===== config.mk =====
export PLATFORM = sky130hd
export DESIGN_NAME = tile_loop_sequencer
export DESIGN_NICKNAME = d
export VERILOG_FILES = /design/src/rtl/tile_loop_sequencer.sv
export SDC_FILE = /design/constraint.sdc
export NUM_CORES = 1
export LEC_CHECK = 0
export BUFFER_PORTS_ARGS = -buffer_cell sky130_fd_sc_hd__buf_4
export CAP_MARGIN = 20
export CORE_UTILIZATION = 45
export DETAILED_ROUTE_END_ITERATION = 10
export HOLD_SLACK_MARGIN = 0.1
export MAX_ROUTING_LAYER = met4
export PLACE_DENSITY = 0.78
export REMOVE_ABC_BUFFERS = 1
export SLEW_MARGIN = 20
export SYNTH_ARGS = -nofsm -noshare
export SYNTH_HDL_FRONTEND = slang
export SYNTH_SLANG_ARGS = --single-unit

===== constraint.sdc =====
create_clock -name clk -period 4.2 [get_ports clk]
set_clock_uncertainty 0.2 [all_clocks]
set_input_delay 0.21 -clock clk [delete_from_list [all_inputs] [get_ports clk]]
set_output_delay 0.21 -clock clk [all_outputs]
set_load 0.01 [all_outputs]

===== src/rtl/tile_loop_sequencer.sv =====
// Control FSM for the tiled matrix multiply: walks C tiles (i,j) and their k blocks,
// strobing the A/B/C block memories and the systolic core for each step.
module tile_loop_sequencer #(
    parameter int NUM_BLOCKS   = 4,
    parameter int BLOCK_SIZE   = 64,
    parameter int ADDR_WIDTH   = 10,
    parameter int DRAIN_CYCLES = 2
) (
    input  logic                  clk,
    input  logic                  rst,
    input  logic                  start,
    input  logic                  systolic_done,
    output logic                  done,
    output logic                  busy,
    output logic [ADDR_WIDTH-1:0] mem_a_addr_out,
    output logic                  mem_a_rd_out,
    output logic [ADDR_WIDTH-1:0] mem_b_addr_out,
    output logic                  mem_b_rd_out,
    output logic [ADDR_WIDTH-1:0] mem_c_addr_out,
    output logic                  mem_c_rd_out,
    output logic                  mem_c_wr_out,
    output logic                  init_c_block_out,
    output logic                  systolic_start_out,
    output logic                  systolic_rst_out
);

    localparam int IW  = (NUM_BLOCKS > 1) ? $clog2(NUM_BLOCKS) : 1;
    localparam int DCW = (DRAIN_CYCLES > 1) ? $clog2(DRAIN_CYCLES) : 1;
    localparam logic [IW-1:0]  IDX_LAST   = IW'(NUM_BLOCKS - 1);
    localparam logic [DCW-1:0] DRAIN_LAST = DCW'((DRAIN_CYCLES > 0) ? DRAIN_CYCLES - 1 : 0);

    typedef enum logic [3:0] {
        S_IDLE, S_INIT_C, S_LOAD, S_CLR, S_RUN, S_DRAIN, S_WRITE, S_NEXT, S_DONE
    } state_t;

    state_t         state, state_nxt;
    logic [IW-1:0]  i_idx, j_idx, k_idx;
    logic [IW-1:0]  i_nxt, j_nxt, k_nxt;
    logic [DCW-1:0] drain_cnt, drain_nxt;

    // Block-major layout: tile (r,c) starts at (r*NUM_BLOCKS + c)*BLOCK_SIZE.
    function automatic logic [ADDR_WIDTH-1:0] tile_base(input logic [IW-1:0] r,
                                                        input logic [IW-1:0] c);
        logic [31:0] idx;
        idx = (32'(r) * 32'(NUM_BLOCKS) + 32'(c)) * 32'(BLOCK_SIZE);
        return idx[ADDR_WIDTH-1:0];
    endfunction

    always_ff @(posedge clk) begin
        if (rst) begin
            state          <= S_IDLE;
            i_idx          <= '0;
            j_idx          <= '0;
            k_idx          <= '0;
            drain_cnt      <= '0;
            mem_a_addr_out <= '0;
            mem_b_addr_out <= '0;
            mem_c_addr_out <= '0;
        end else begin
            state          <= state_nxt;
            i_idx          <= i_nxt;
            j_idx          <= j_nxt;
            k_idx          <= k_nxt;
            drain_cnt      <= drain_nxt;
            // Addresses follow the next indices so they are stable before the strobes.
            mem_a_addr_out <= tile_base(i_nxt, k_nxt);
            mem_b_addr_out <= tile_base(k_nxt, j_nxt);
            mem_c_addr_out <= tile_base(i_nxt, j_nxt);
        end
    end

    always_comb begin
        state_nxt          = state;
        i_nxt              = i_idx;
        j_nxt              = j_idx;
        k_nxt              = k_idx;
        drain_nxt          = drain_cnt;
        done               = 1'b0;
        busy               = (state != S_IDLE) && (state != S_DONE);
        mem_a_rd_out       = 1'b0;
        mem_b_rd_out       = 1'b0;
        mem_c_rd_out       = 1'b0;
        mem_c_wr_out       = 1'b0;
        init_c_block_out   = 1'b0;
        systolic_start_out = 1'b0;
        systolic_rst_out   = 1'b0;
        case (state)
            S_IDLE: begin
                if (start) begin
                    state_nxt = S_INIT_C;
                    i_nxt     = '0;
                    j_nxt     = '0;
                    k_nxt     = '0;
                end
            end
            S_INIT_C: begin
                init_c_block_out = 1'b1;
                state_nxt        = S_LOAD;
            end
            S_LOAD: begin
                mem_a_rd_out = 1'b1;
                mem_b_rd_out = 1'b1;
                mem_c_rd_out = 1'b1;
                state_nxt    = S_CLR;
            end
            S_CLR: begin
                systolic_rst_out = 1'b1;
                state_nxt        = S_RUN;
            end
            S_RUN: begin
                systolic_start_out = 1'b1;
                if (systolic_done) begin
                    drain_nxt = '0;
                    state_nxt = (DRAIN_CYCLES == 0) ? S_WRITE : S_DRAIN;
                end
            end
            S_DRAIN: begin
                if (drain_cnt == DRAIN_LAST) state_nxt = S_WRITE;
                else                         drain_nxt = drain_cnt + DCW'(1);
            end
            S_WRITE: begin
                mem_c_wr_out = 1'b1;
                state_nxt    = S_NEXT;
            end
            S_NEXT: begin
                // k inner, j middle, i outer; a fresh C tile restarts at INIT_C.
                if (k_idx != IDX_LAST) begin
                    k_nxt     = k_idx + IW'(1);
                    state_nxt = S_LOAD;
                end else begin
                    k_nxt = '0;
                    if (j_idx != IDX_LAST) begin
                        j_nxt     = j_idx + IW'(1);
                        state_nxt = S_INIT_C;
                    end else begin
                        j_nxt = '0;
                        if (i_idx != IDX_LAST) begin
                            i_nxt     = i_idx + IW'(1);
                            state_nxt = S_INIT_C;
                        end else begin
                            i_nxt     = '0;
                            state_nxt = S_DONE;
                        end
                    end
                end
            end
            S_DONE: begin
                done      = 1'b1;
                state_nxt = S_IDLE;
            end
            default: state_nxt = S_IDLE;
        endcase
    end

endmodule


======== Yosys cells after proc, flatten, opt, wreduce, memory -nomap -nowiden ========
Index checks and enable logic that the tools add are counted.
Widths: inputs -> output; s select.
word-level totals
  register bits after elaboration ......... 41
  bits of input ports ..................... 4
cells by class
  multiplexer cells ....................... 28
  reduce and logical (&&, ||, !) cells .... 6
  eq/ne operators ......................... 15
  $add $sub $neg .......................... 7
operator list
  cell                 number
  $pmux 4 s8           1
  $mux 4               6
  $mux 2               9
  $eq 4x3->1 const B   4
  $add 4x2->4          3
  $ne 2x2->1 const B   6
  $pmux 2 s2           3
  $eq 4x2->1 const B   2
  $mux 1               8
  $add 2x1->2 const B  3
  $eq 4x1->1 const B   1
  $eq 4x4->1 const B   1
  $logic_not 4->1      1
  $ne 4x4->1 const B   1
  $reduce_bool 4->1    1
  $reduce_and 3->1     1
  $pmux 1 s2           1
  $reduce_and 2->1     1
  $reduce_bool 2->1    1
  $add 1x1->1 const B  1
  $logic_and 1x1->1    1

======== Logic depth before layout (Yosys ltp) ========
  word-level depth ........................ 6
  gate-level depth with buffers ........... 4

======== Worst setup path before layout ========
Ideal clock, no wire load.
  kind .................................... flip-flop to output port
  start ................................... reg state[1]
  end ..................................... out mem_b_rd_out
  arrival ................................. 1.314 ns
  data required time ...................... 3.790 ns
  path slack .............................. 2.476 ns
  path buffers ............................ 2
  cell stages (with the launch flop) ...... 5
  cells stage by stage .................... dfxtp_1 clkbuf_1 nand2b_1 nor3_1 buf_4
on the way
  cells in the longest elaborated chain, start to end .. 2
RTL lines
  what                      line  text
  start: declaration        36    state_t state, state_nxt;
  start signal: assignment  60    state <= state_nxt;
  $eq 4x2->1                --
  $mux 1                    --
  end: declaration          18    output logic mem_b_rd_out,
No other way between the ends.

======== Final worst setup path ========
  start ................................... reg state[2]
  end ..................................... reg drain_cnt
on the way
  cells in the longest elaborated chain, start to end .. 3
  elaborated cells between the ends (all ways) .. 6
  those cells by class .................... 3 x eq/ne; 1 x mux; 2 x reduce/logical
RTL lines
  what                                                       line  text
  $eq 4x3->1                                                 87    case (state)
  $ne 2x2->1 (no line) or $reduce_bool 2->1 (tied branches)  --
  $reduce_and 2->1 (no line)                                 --
  end signal: assignment                                     64    drain_cnt <= drain_nxt;
  end: declaration                                           39    logic [DCW-1:0] drain_cnt, drain_nxt;
Several ways; a longest one is shown, not always the timed one.
A chain may end at the register's enable or synchronous reset.

==> summary.md <==
| Metric | Value |
|---|---|
| Number of synthesized flops with an enable pin | 0 |
| Die width | 45.9 µm |
| Synth async-reset ratio | 0% |
| Final setup violating endpoints | 0 |
| CTS tree | built |
| Post_cts resized | 0 |
| Area grow syn2layout | 12.6% |
| Int Power | 0.000166 W |
| Post-synthesis cell type count | 33 |
| Power Dens Cells | between 200 and 250 nW/µm² |
| Synth top area cells | dfxtp_1 25%, buf_4 23%, nand2b_1 5.1%, ha_1 4.3%, nor3_1 3.5% |
| Site Rows | 15 |
| Worst hold margin | 0.272 ns |
| Bufs on Longest Clock Path | 2 |
| Count leader, synth | buf_4 |
| Setup tns final | 0 ns |
| Seq pwr share | around half |
| GRT overflow | 0 |
| Fin. max-slew vios | 0 |
| CTS root buffer | clkbuf_4 |
| Vias in the first global route | about 570 |
| Maxcap violations | 0 |
| Clock transition at path regs | 0.08 ns |
| Status | finished, final reports clean |
| Mean Syn Cell Area | 7.88 µm² |
| Syn Std Cell Area | 867 µm² |
| First-pass GRT wire length | 2410 µm |
| Clock share of power | between 30% and 40% |
| Initial antenna violation count | 0 |
| Die area | between 2000 and 2500 µm² |
| Fmax | 455 MHz |
| H-Tree Depth | 1 |
| Post-DP Area | roughly 900 µm² |
| Layout cells sized above 1 | 22.0% |
| Crit. End Element | flop |
| Final RePlAce weighted congestion | around 0.77 |
| Drt drc | 0 |
| CP Class | flop to flop |
| CTS buffer count | 3 |
| Period utilisation layout | 52.3% |
| Final wirelength | 1590 µm |
| Yosys top cell area share | 25.4% |
| Sw Ratio | 31.5% |
| Clock sink count | 11 |
| Number of diodes | 0 |
| Initial Util | 49.1% |
| Dpl ws | 2.45 ns |
| Layout net count | 135 |
| Combinational power share | 20.2% |
| Post-synth top area cell | dfxtp_1 |
| Worst setup SP type | flop |
| Synth warn | 0 |
| Vert. Die Dim | 45.9 µm |
| Worst Slack Setup Final | 2.00 ns |
| Critical Path RT | 4.22 ns |
| Max FO, Critical Path | 16 |
| Worst path arrival time | 2.22 ns |
| Final Instance Area | 976 µm² |
| Post-DRT Antenna Nets | 0 |
| Leakage | around 0.47 nW |
| Switching Power | about 0.000076 W |
| RSZ-0062 raised after global routing | false |
| Final Hold Viols | 0 |
| Ys flop type | dfxtp_1 |
| HPWL Detailed | 1180 µm |
| Peak VDD IR | 128 µV |
| Largest net degree at the start of global routing | 18 |
| Skew-Pair Late Insertion Delay | 0.27 ns |
| IO buf count | 24 |
| Vias | about 760 |
| Vias per std cell | about 5 |
| Mapped Cells | 110 |
| Most frequent cells after synthesis | 26 x buf_4, 11 x dfxtp_1, 7 x nand2b_1 |
| Io pins | 43 |
| DR iter-0 viols | 9 |
| Routed len/inst | 10.5 µm |
| First drt pass iteration count | 4 |
| Sequential-to-total area share from yosys stat | 25.4% |
| GRT Util Overall | between 10% and 20% |
| Synthesized flop and latch total | 11 |
| Minimum clock period | 2.20 ns |
| HP Class | input pin to flop |
| Core ar. | 1760 µm² |
-- per-layer routing --
| layer | track usage [%] | wire length, µm |
|---|---|---|
| met5 | - | 0 |
| met4 | 5.88 | 46 |
| met3 | 2.38 | 89 |
| met2 | 25.9 | 769 |
| met1 | 19.5 | 685 |
-- cell families (layout without fill, tap and decap cells) --
group	after synthesis	count (layout)	synth area share, %
fa+ha+maj	3	3	4.33
buf+inv	37	37	28.3
flops	11	11	25.4
xor+xnor	1	1	1.01
other cells	1	18	0.432
compound gates	16	16	12.1
simple gates	41	41	28.4
-- layout make-up --
type                            instances  area, µm²
Timing Repair Buffer                   27        210
Multi-Input combinational cell         79        465
Inverter                                6       22.5
Tap cell                               25       31.3
Clock buffer                            4       26.3
Sequential cell                        11        220
Fill cell                             178        788
-- worst max-delay path: stages (launching register included) --
cell and delay (ns):
dfxtp_1 0.62, or3b_1 0.43, or2_0 0.21, a21oi_1 0.13, dlygate4sd3_1 0.55
-- worst paths after layout --
| kind | start | endpoint | slack, ns | cells after the start |
|---|---|---|---|---|
| min | systolic_done | state[0] | 0.27 | 4 |
| max | state[2] | drain_cnt | 2.00 | 4 |
| max reg2reg | state[2] | drain_cnt | 2.00 | 4 |
| min reg2reg | flop | flop | 0.31 | 2 |
-- power by group through the flow --
stage	registers (W)	logic, W	clock network [W]
2_1_floorplan	0.000117	0.0000299	0
3_3_place_gp	0.000119	0.0000461	0
3_5_place_dp	0.000119	0.0000471	0
4_1_cts	0.000117	0.0000492	0.0000763
5_1_grt	0.000119	0.0000546	0.0000805
6_report	0.000117	0.0000490	0.0000768
-- metrics by stage --
| stage | total power (W) | cells | util (%) |
|---|---|---|---|
| 2_1_floorplan | 0.000147 | 96 | - |
| 3_3_place_gp | 0.000165 | 145 | 52.1 |
| 3_5_place_dp | 0.000166 | 145 | 52.1 |
| 4_1_cts | 0.000242 | 152 | 55.3 |
| 5_1_grt | 0.000254 | 152 | 55.3 |
| 6_report | 0.000243 | 152 | 55.3 |
-- timing repair --
| item | 4_1_cts | 5_1_grt |
|---|---|---|
| setup buffers | 0 | 0 |
| hold endpoints to repair | 8 | 0 |
| hold buffers | 3 | 0 |
-- cell usage in the layout, fill, tap and decap left out, types with 3 or more instances in the layout --
cell | synthesis | routed
a21oi_1 | 5 | 5
nor3_1 | 6 | 6
conb_1 | 1 | 18
inv_1 | 6 | 6
clkbuf_4 | 0 | 3
nor2_1 | 5 | 5
nand2b_1 | 7 | 7
nand2_1 | 6 | 6
dfxtp_1 | 11 | 11
buf_4 | 26 | 24
dlygate4sd3_1 | 0 | 3
ha_1 | 3 | 3
o21ai_1 | 4 | 4
No activity file was read; power rests on OpenSTA's default activity.
